## src/rtl/scan_sequencer.sv

```systemverilog
// scan_sequencer: round-robin channel scanner for a downstream 4:1 mux.
// Each enabled channel is selected for DWELL cycles; disabled channels are
// skipped. Optional blanking between channels is compiled in when the macro
// SCAN_BLANK_EN is defined (BLANK cycles with all strobes low after each
// channel change); without it BLANK is only range-checked.
module scan_sequencer #(
    parameter int unsigned DWELL = 50000,
    parameter int unsigned BLANK = 16
) (
    input  logic       clk,
    input  logic       reset,
    input  logic [3:0] en,
    input  logic       freeze,
    output logic [1:0] sel,
    output logic [3:0] strobe,
    output logic       advance
);

    localparam int unsigned   DW         = $clog2(DWELL);
    localparam logic [DW-1:0] DWELL_LAST = DW'(DWELL - 1);

`ifdef SCAN_BLANK_EN
    localparam int unsigned   BW         = 8;
    localparam logic [BW-1:0] BLANK_LAST = BW'(BLANK - 1);

    typedef enum logic [1:0] {
        S_IDLE     = 2'd0,
        S_DWELL    = 2'd1,
        S_BLANKING = 2'd2
    } state_t;
`else
    typedef enum logic {
        S_IDLE  = 1'b0,
        S_DWELL = 1'b1
    } state_t;
`endif

    // Reject out-of-range configurations at elaboration time.
    if (DWELL < 2 || DWELL > (1 << 24) || BLANK < 1 || BLANK > 255) begin : g_bad_params
        $error("scan_sequencer: DWELL or BLANK parameter out of range");
    end

    state_t        r_state;
    logic [1:0]    r_sel;
    logic [DW-1:0] r_dwell_cnt;
    logic          r_advance;

    state_t        w_state_nxt;
    logic [1:0]    w_sel_nxt;
    logic [DW-1:0] w_dwell_cnt_nxt;
    logic          w_advance_nxt;

`ifdef SCAN_BLANK_EN
    logic [BW-1:0] r_blank_cnt;
    logic [BW-1:0] w_blank_cnt_nxt;
`endif

    logic [1:0]    w_first_ch;   // lowest enabled index at or after r_sel
    logic [1:0]    w_next_ch;    // first enabled index strictly after r_sel
    logic [3:0]    w_strobe;

    // Lowest enabled channel at or after 'start', wrapping 3 -> 0.
    // Returns 'start' when the mask is empty (caller never relies on it then).
    function automatic logic [1:0] f_first_from(input logic [1:0] start,
                                                input logic [3:0] mask);
        logic [1:0] res;
        logic [1:0] idx;
        res = start;
        // Walk offsets 3..0 so the smallest matching offset is written last.
        for (int unsigned k = 4; k > 0; k--) begin
            idx = start + 2'(k - 1);
            if (mask[idx]) begin
                res = idx;
            end
        end
        return res;
    endfunction

    // Channel search results used by the next-state logic.
    always_comb begin
        w_first_ch = f_first_from(r_sel, en);
        w_next_ch  = f_first_from(r_sel + 2'd1, en);
    end

    // Next-state, next-select, counter and advance-pulse logic.
    always_comb begin
        w_state_nxt     = r_state;
        w_sel_nxt       = r_sel;
        w_dwell_cnt_nxt = r_dwell_cnt;
        w_advance_nxt   = 1'b0;
`ifdef SCAN_BLANK_EN
        w_blank_cnt_nxt = r_blank_cnt;
`endif

        if (en == '0) begin
            w_state_nxt     = S_IDLE;
            w_dwell_cnt_nxt = '0;
`ifdef SCAN_BLANK_EN
            w_blank_cnt_nxt = '0;
`endif
        end else if (freeze) begin
            // Hold everything; advance stays low.
        end else begin
            case (r_state)
                S_IDLE: begin
                    w_state_nxt     = S_DWELL;
                    w_sel_nxt       = w_first_ch;
                    w_advance_nxt   = (w_first_ch != r_sel);
                    w_dwell_cnt_nxt = '0;
                end

                S_DWELL: begin
                    if (!en[r_sel]) begin
                        // Current channel withdrawn mid-dwell: hop immediately.
                        w_sel_nxt       = w_next_ch;
                        w_advance_nxt   = 1'b1;
                        w_dwell_cnt_nxt = '0;
`ifdef SCAN_BLANK_EN
                        w_state_nxt     = S_BLANKING;
                        w_blank_cnt_nxt = '0;
`endif
                    end else if (r_dwell_cnt == DWELL_LAST) begin
                        w_dwell_cnt_nxt = '0;
                        // A lone enabled channel simply restarts its dwell.
                        if (w_next_ch != r_sel) begin
                            w_sel_nxt     = w_next_ch;
                            w_advance_nxt = 1'b1;
`ifdef SCAN_BLANK_EN
                            w_state_nxt     = S_BLANKING;
                            w_blank_cnt_nxt = '0;
`endif
                        end
                    end else begin
                        w_dwell_cnt_nxt = r_dwell_cnt + DW'(1);
                    end
                end

`ifdef SCAN_BLANK_EN
                S_BLANKING: begin
                    if (!en[r_sel]) begin
                        // Target withdrawn during blanking: re-target and restart.
                        w_sel_nxt       = w_next_ch;
                        w_advance_nxt   = 1'b1;
                        w_blank_cnt_nxt = '0;
                    end else if (r_blank_cnt == BLANK_LAST) begin
                        w_state_nxt     = S_DWELL;
                        w_blank_cnt_nxt = '0;
                        w_dwell_cnt_nxt = '0;
                    end else begin
                        w_blank_cnt_nxt = r_blank_cnt + BW'(1);
                    end
                end
`endif

                default: begin
                    w_state_nxt     = S_IDLE;
                    w_dwell_cnt_nxt = '0;
                end
            endcase
        end
    end

    // State and counter registers with synchronous active-high reset.
    always_ff @(posedge clk) begin
        if (reset) begin
            r_state     <= S_IDLE;
            r_sel       <= '0;
            r_dwell_cnt <= '0;
            r_advance   <= 1'b0;
`ifdef SCAN_BLANK_EN
            r_blank_cnt <= '0;
`endif
        end else begin
            r_state     <= w_state_nxt;
            r_sel       <= w_sel_nxt;
            r_dwell_cnt <= w_dwell_cnt_nxt;
            r_advance   <= w_advance_nxt;
`ifdef SCAN_BLANK_EN
            r_blank_cnt <= w_blank_cnt_nxt;
`endif
        end
    end

    // Strobe follows the live enable so a withdrawn channel drops instantly.
    always_comb begin
        w_strobe = '0;
        if (r_state == S_DWELL) begin
            w_strobe[r_sel] = en[r_sel];
        end
    end

    assign sel     = r_sel;
    assign strobe  = w_strobe;
    assign advance = r_advance;

endmodule

```

## config.mk

```make
export PLATFORM = sky130hd
export DESIGN_NAME = scan_sequencer
export DESIGN_NICKNAME = d
export VERILOG_FILES = /design/src/rtl/scan_sequencer.sv
export SDC_FILE = /design/constraint.sdc
export NUM_CORES = 1
export LEC_CHECK = 0
export CORE_MARGIN = 2
export CORE_UTILIZATION = 47
export DETAILED_ROUTE_END_ITERATION = 6
export PLACE_DENSITY = 0.68
export RECOVER_POWER = 25
export SLEW_MARGIN = 10
export SYNTH_ARGS = -nofsm -noshare
export SYNTH_HDL_FRONTEND = slang
export SYNTH_SLANG_ARGS = --single-unit
export TNS_END_PERCENT = 50
```

## constraint.sdc

```tcl
create_clock -name clk -period 6.3 [get_ports clk]
set_input_delay 1.26 -clock clk [delete_from_list [all_inputs] [get_ports clk]]
set_output_delay 1.26 -clock clk [all_outputs]
set_load 0.02 [all_outputs]
```

# [Word level (Yosys, flattened, before mapping)]
# Cells that the tools add are included.
[word_totals] latchBits=0 output_inout_bits=7 inputBits=7 regBits=20 romBits=0 wordCells=69 ram_bits=0 memories=0
[op_classes] eq_ne=5 div_mod_pow=0 bitwise_logic=4 n_mul=0 magnitude_cmp=8 reduce_logical=5 shift=0 n_addsub=7 muxes=36
[op_table] operator="$mux 16" n=2
[op_table] operator="$pmux 16 s2" n=1
[op_table] operator="$mux 2" n=11
[op_table] operator="$lt 2x3->1 const B" n=7
[op_table] operator="$add 16x1->16 const B" n=1
[op_table] operator="$eq 16x16->1 const B" n=1
[op_table] operator="$bmux 1 s2" n=7
[op_table] operator="$mux 1" n=11
[op_table] operator="$add 2x2->2 const B" n=4
[op_table] operator="$ne 3x2->1 const B" n=2
[op_table] operator="$add 2x1->2 const B" n=2
[op_table] operator="$and 4x4->4" n=1
[op_table] operator="$logic_not 4->1" n=1
[op_table] operator="$mux 4" n=1
[op_table] operator="$ne 2x2->1" n=2
[op_table] operator="$pmux 2 s2" n=1
[op_table] operator="$reduce_and 4->1" n=1
[op_table] operator="$not 1->1" n=3
[op_table] operator="$reduce_or 3->1" n=1
[op_table] operator="$demux 1 s2" n=1
[op_table] operator="$ge 2x1->1 const B" n=1
[op_table] operator="$pmux 1 s2" n=1
[op_table] operator="$reduce_or 2->1" n=1
[op_table] operator="$logic_and 1x1->1" n=1

# [Depth between registers and ports, before layout]
[logic_depth] word_depth=13 ltp_mapped=9 mapped_depth_nobuf=7

# [Least setup slack after synthesis]
# Ideal clock, no wire load.
[synth_timing] path_type="input to output" start="input en[3]" end="output strobe[0]" cell_stages=4 n_path_buf=1 path_slack_ps=2920 t_required_ps=5040 t_arrival_ps=2120 cell_sequence="buf_2 mux2i_1 o22ai_1 and2_1"
[synth_between] elab_chain_cells=4
[synth_lines] element="start: declaration" line="12" source="input logic [3:0] en,"
[synth_lines] element="$bmux 1 s2" line="188" source="w_strobe[r_sel] = en[r_sel];"
[synth_lines] element="$mux 1 (implied by the code)" line="188"
[synth_lines] element="$and 4x4->4 (no line)"
[synth_lines] element="$mux 4" line="187" source="if (r_state == S_DWELL) begin"
[synth_lines] element="end: declaration" line="15" source="output logic [3:0] strobe,"
# Every way passes these cells. The select of a mux whose other input is x is not followed.

# [Worst setup path in the final report]
[layout_timing] start="input en[1]" end="output strobe[1]"
# Same word-level chain as after synthesis.

==> flow_summary_export.csv <==
group,metric,value,unit
status,outcome,"finished clean",
clock_tree,clock_latency,0.30,ns
die,pin_count,14,
clock_tree,clk_pin_slew,0.11,ns
yosys,synth.distinct_cells,48,
worst_hold_path,hold_path_class,"reg -> reg",
power,power_density,197,nW/um2
clock_tree,root_buffer,"clkbuf_4",
drt,routed_wl,2680,um
placed_design,gp_congestion,0.823,
sta,finalHoldViolCount,0,
die,fp.dieW,57.8,um
yosys,ys.flop_type,"dfxtp_1",
drt,drtPass1Iterations,4,
sta,setup_viol,0,
critical_path,worstSetupStartpointType,"input pin",
global_route,gr-total-overflow,0,
clock_tree,tritoncts,"done",
layout,layout.nets,182,
clock_tree,h-tree-depth,1,
die,start_util,0.493,
critical_path,path_max_fanout,14,
layout,diodes,0,
yosys,synthTopCellsByArea,"dfxtp_1 29%, nor2_1 8.0%, xor2_1 5.8%",
clock_tree,cts.sinks,20,
critical_path,cp.arrival,3.51,ns
sta,final.period_utilization,0.756,
global_route,grt_pass1_wl,4780,um
sta,fin_tns_setup,0,ns
yosys,syn_inst,161,
yosys,synth.cell_area,1360,um2
power,cellLeakagePower,0.531,nW
clock_tree,clock_path_buffers,2,
critical_path,ff2ff_setup_slack,3.11,ns
clock_tree,post_cts_buffers,0,
global_route,grtUsageMet1,0.221,
worst_hold_path,hold_path_depth,2,
drt,via_count,1172,
critical_path,worstSetupPathType,"in -> out",
critical_path,r2r-end,"sel[0]$_SDFFE_PP0P_",
placed_design,portBuffers,13,
drt,ant_nets,0,
global_route,busiest_layer,"met2",
yosys,ys_ff_latch,20,
sta,slew-limit-headroom,0.501,
die,core,2760,um2
drt,drc_errors,0,
sta,tightest_slew,0.742,ns
sta,rsz0062_at_grt,"false",
yosys,synth.most_common_cell,"nor2_1",
worst_hold_path,hold_end,"r_dwell_cnt[15]$_SDFFE_PP0N_",
clock_tree,numCtsBuffers,3,
die,die_area,3340,um2
yosys,synthArstFlopShare,0,
flow_run,drv_cap,0,
placed_design,dp_hpwl,1980,um
critical_path,reg2reg_from,"sel[0]$_SDFFE_PP0P_",
critical_path,end_kind,"output port",
sta,drv_slew,0,
yosys,synth_area_per_cell,8.45,um2
die,rows,19,
global_route,grt.total_usage,0.178,
clock_tree,postCtsHoldBufs,0,
yosys,synth_nets,173,
drt,drtIter0Drc,36,
global_route,grt_util_met3,0.0402,
worst_hold_path,hold_start,"r_dwell_cnt[15]$_SDFFE_PP0N_",
layout,final_core_util,0.544,
yosys,synth.largest_area_cell,"dfxtp_1",
layout,drive_above_1_share,0.0414,
clock_tree,cts_resized,0,
drt,wl_per_cell,13.4,um
critical_path,r2r_cells,7,
global_route,antenna_found_initial,0,
critical_path,cp.required,5.04,ns
power,ir_worst_vdd,0.144,mV
yosys,netlist.area_leader.share,0.294,
global_route,grt_max_degree,17,
yosys,yosys_warnings,0,
sta,max_freq,210,MHz
die,die_h,57.8,um
yosys,synth_edf_count,0,
drt,drt-vias-per-instance,5.86,
global_route,grtUsageMet2,0.312,
layout,area_growth,10.4,%
sta,skew,0.00242,ns
global_route,grt_pass1_vias,1080,
yosys,synth_common_cells,"29 x nor2_1, 20 x dfxtp_1, 9 x xor2_1",
yosys,yosysSeqAreaShare,0.294,
sta,finalCriticalPeriod,4.77,ns
==> worst max-delay path by stage <==
| stage | startpoint | to | slack (ns) | depth (start not counted) |
|---|---|---|---|---|
| 2_1_floorplan | en[3] | strobe[0] | 2.92 | 4 |
| 3_3_place_gp | en[1] | strobe[2] | 1.68 | 5 |
| 3_5_place_dp | en[1] | strobe[1] | 1.57 | 5 |
| 4_1_cts | en[1] | strobe[1] | 1.57 | 5 |
| 5_1_grt | en[1] | strobe[2] | 1.33 | 5 |
| 6_report | en[1] | strobe[1] | 1.53 | 5 |
==> per-layer routing <==
metal  vias to the layer above  part of all wire
li1                        593                 -
met1                       549              0.44
met2                        26              0.51
met3                         4             0.042
met4                         0            0.0071
met5                         -                 0
==> report_power, final <==
group,internal [mW],switching (mW)
registers,0.130,0.00901
logic,0.0391,0.0442
clock network,0.0353,0.0387
==> state kept, by name, summed over array words and instances, names as in the netlist <==
| name | cells |
|---|---|
| advance | 1 |
| sel | 2 |
| r_dwell_cnt | 16 |
| r_state | 1 |
==> cell type report <==
type,count,area [um2]
Timing Repair Buffer,13,130
Multi-Input combinational cell,127,877
Clock buffer,4,36.3
Inverter,5,18.8
Fill cell,282,1260
Tap cell,31,38.8
Sequential cell,20,400
==> metrics by stage <==
| step | std cells | worst slack, ns | power [mW] | hold WS (ns) | instance area, um2 |
|---|---|---|---|---|---|
| final | 200 | 1.53 | 0.296 | 0.526 | 1500 |
| after detailed placement | 196 | 1.57 | 0.229 | 0.499 | 1470 |
| after global routing | 200 | 1.33 | 0.317 | 0.547 | 1500 |
| after CTS | 200 | 1.57 | 0.303 | 0.528 | 1510 |
| after floorplan | 161 | 2.92 | 0.209 | 0.472 | 1360 |
| after global placement | 196 | 1.68 | 0.226 | 0.496 | 1470 |
==> worst max-delay path: stages <==
cell and delay (ns):
dlygate4sd3_1 0.80, mux2i_1 0.19, o22ai_1 0.45, and2_1 0.20, clkdlybuf4s50_1 0.60
==> logic make-up (layout without fill, tap and decap cells) <==
family	Yosys count	count (layout)	share of synthesized area
adders and majority gates	5	5	0.0460
and+or+nand+nor	77	77	0.299
buffers and inverters	14	22	0.0561
muxes	8	8	0.0727
xor gates and xnor gates	15	15	0.0966
AOI/OAI and AO/OA	22	22	0.135
DFF	20	20	0.294
==> placed cells by master, fill, tap and decap left out, types with 2 or more instances in the layout <==
cell type | synthesis | layout
dlygate4sd3_1 | 0 | 4
nor2_1 | 29 | 29
nand4_1 | 4 | 4
dfxtp_1 | 20 | 20
nor3b_1 | 3 | 3
a21oi_1 | 3 | 3
a2111oi_0 | 1 | 2
nor2b_1 | 3 | 3
inv_1 | 4 | 4
nand2b_1 | 4 | 4
and4_1 | 2 | 2
mux2i_1 | 5 | 5
nor3_1 | 4 | 4
o22ai_1 | 2 | 2
a32o_1 | 2 | 2
a21o_1 | 2 | 2
nor4_1 | 3 | 3
clkdlybuf4s50_1 | 0 | 9
nor4b_1 | 2 | 2
nand3_1 | 5 | 5
nand2_1 | 7 | 7
ha_1 | 5 | 5
clkbuf_4 | 0 | 3
xnor2_1 | 6 | 6
xor2_1 | 9 | 9
and2_1 | 5 | 5
Power figures use the tool's default switching activity.
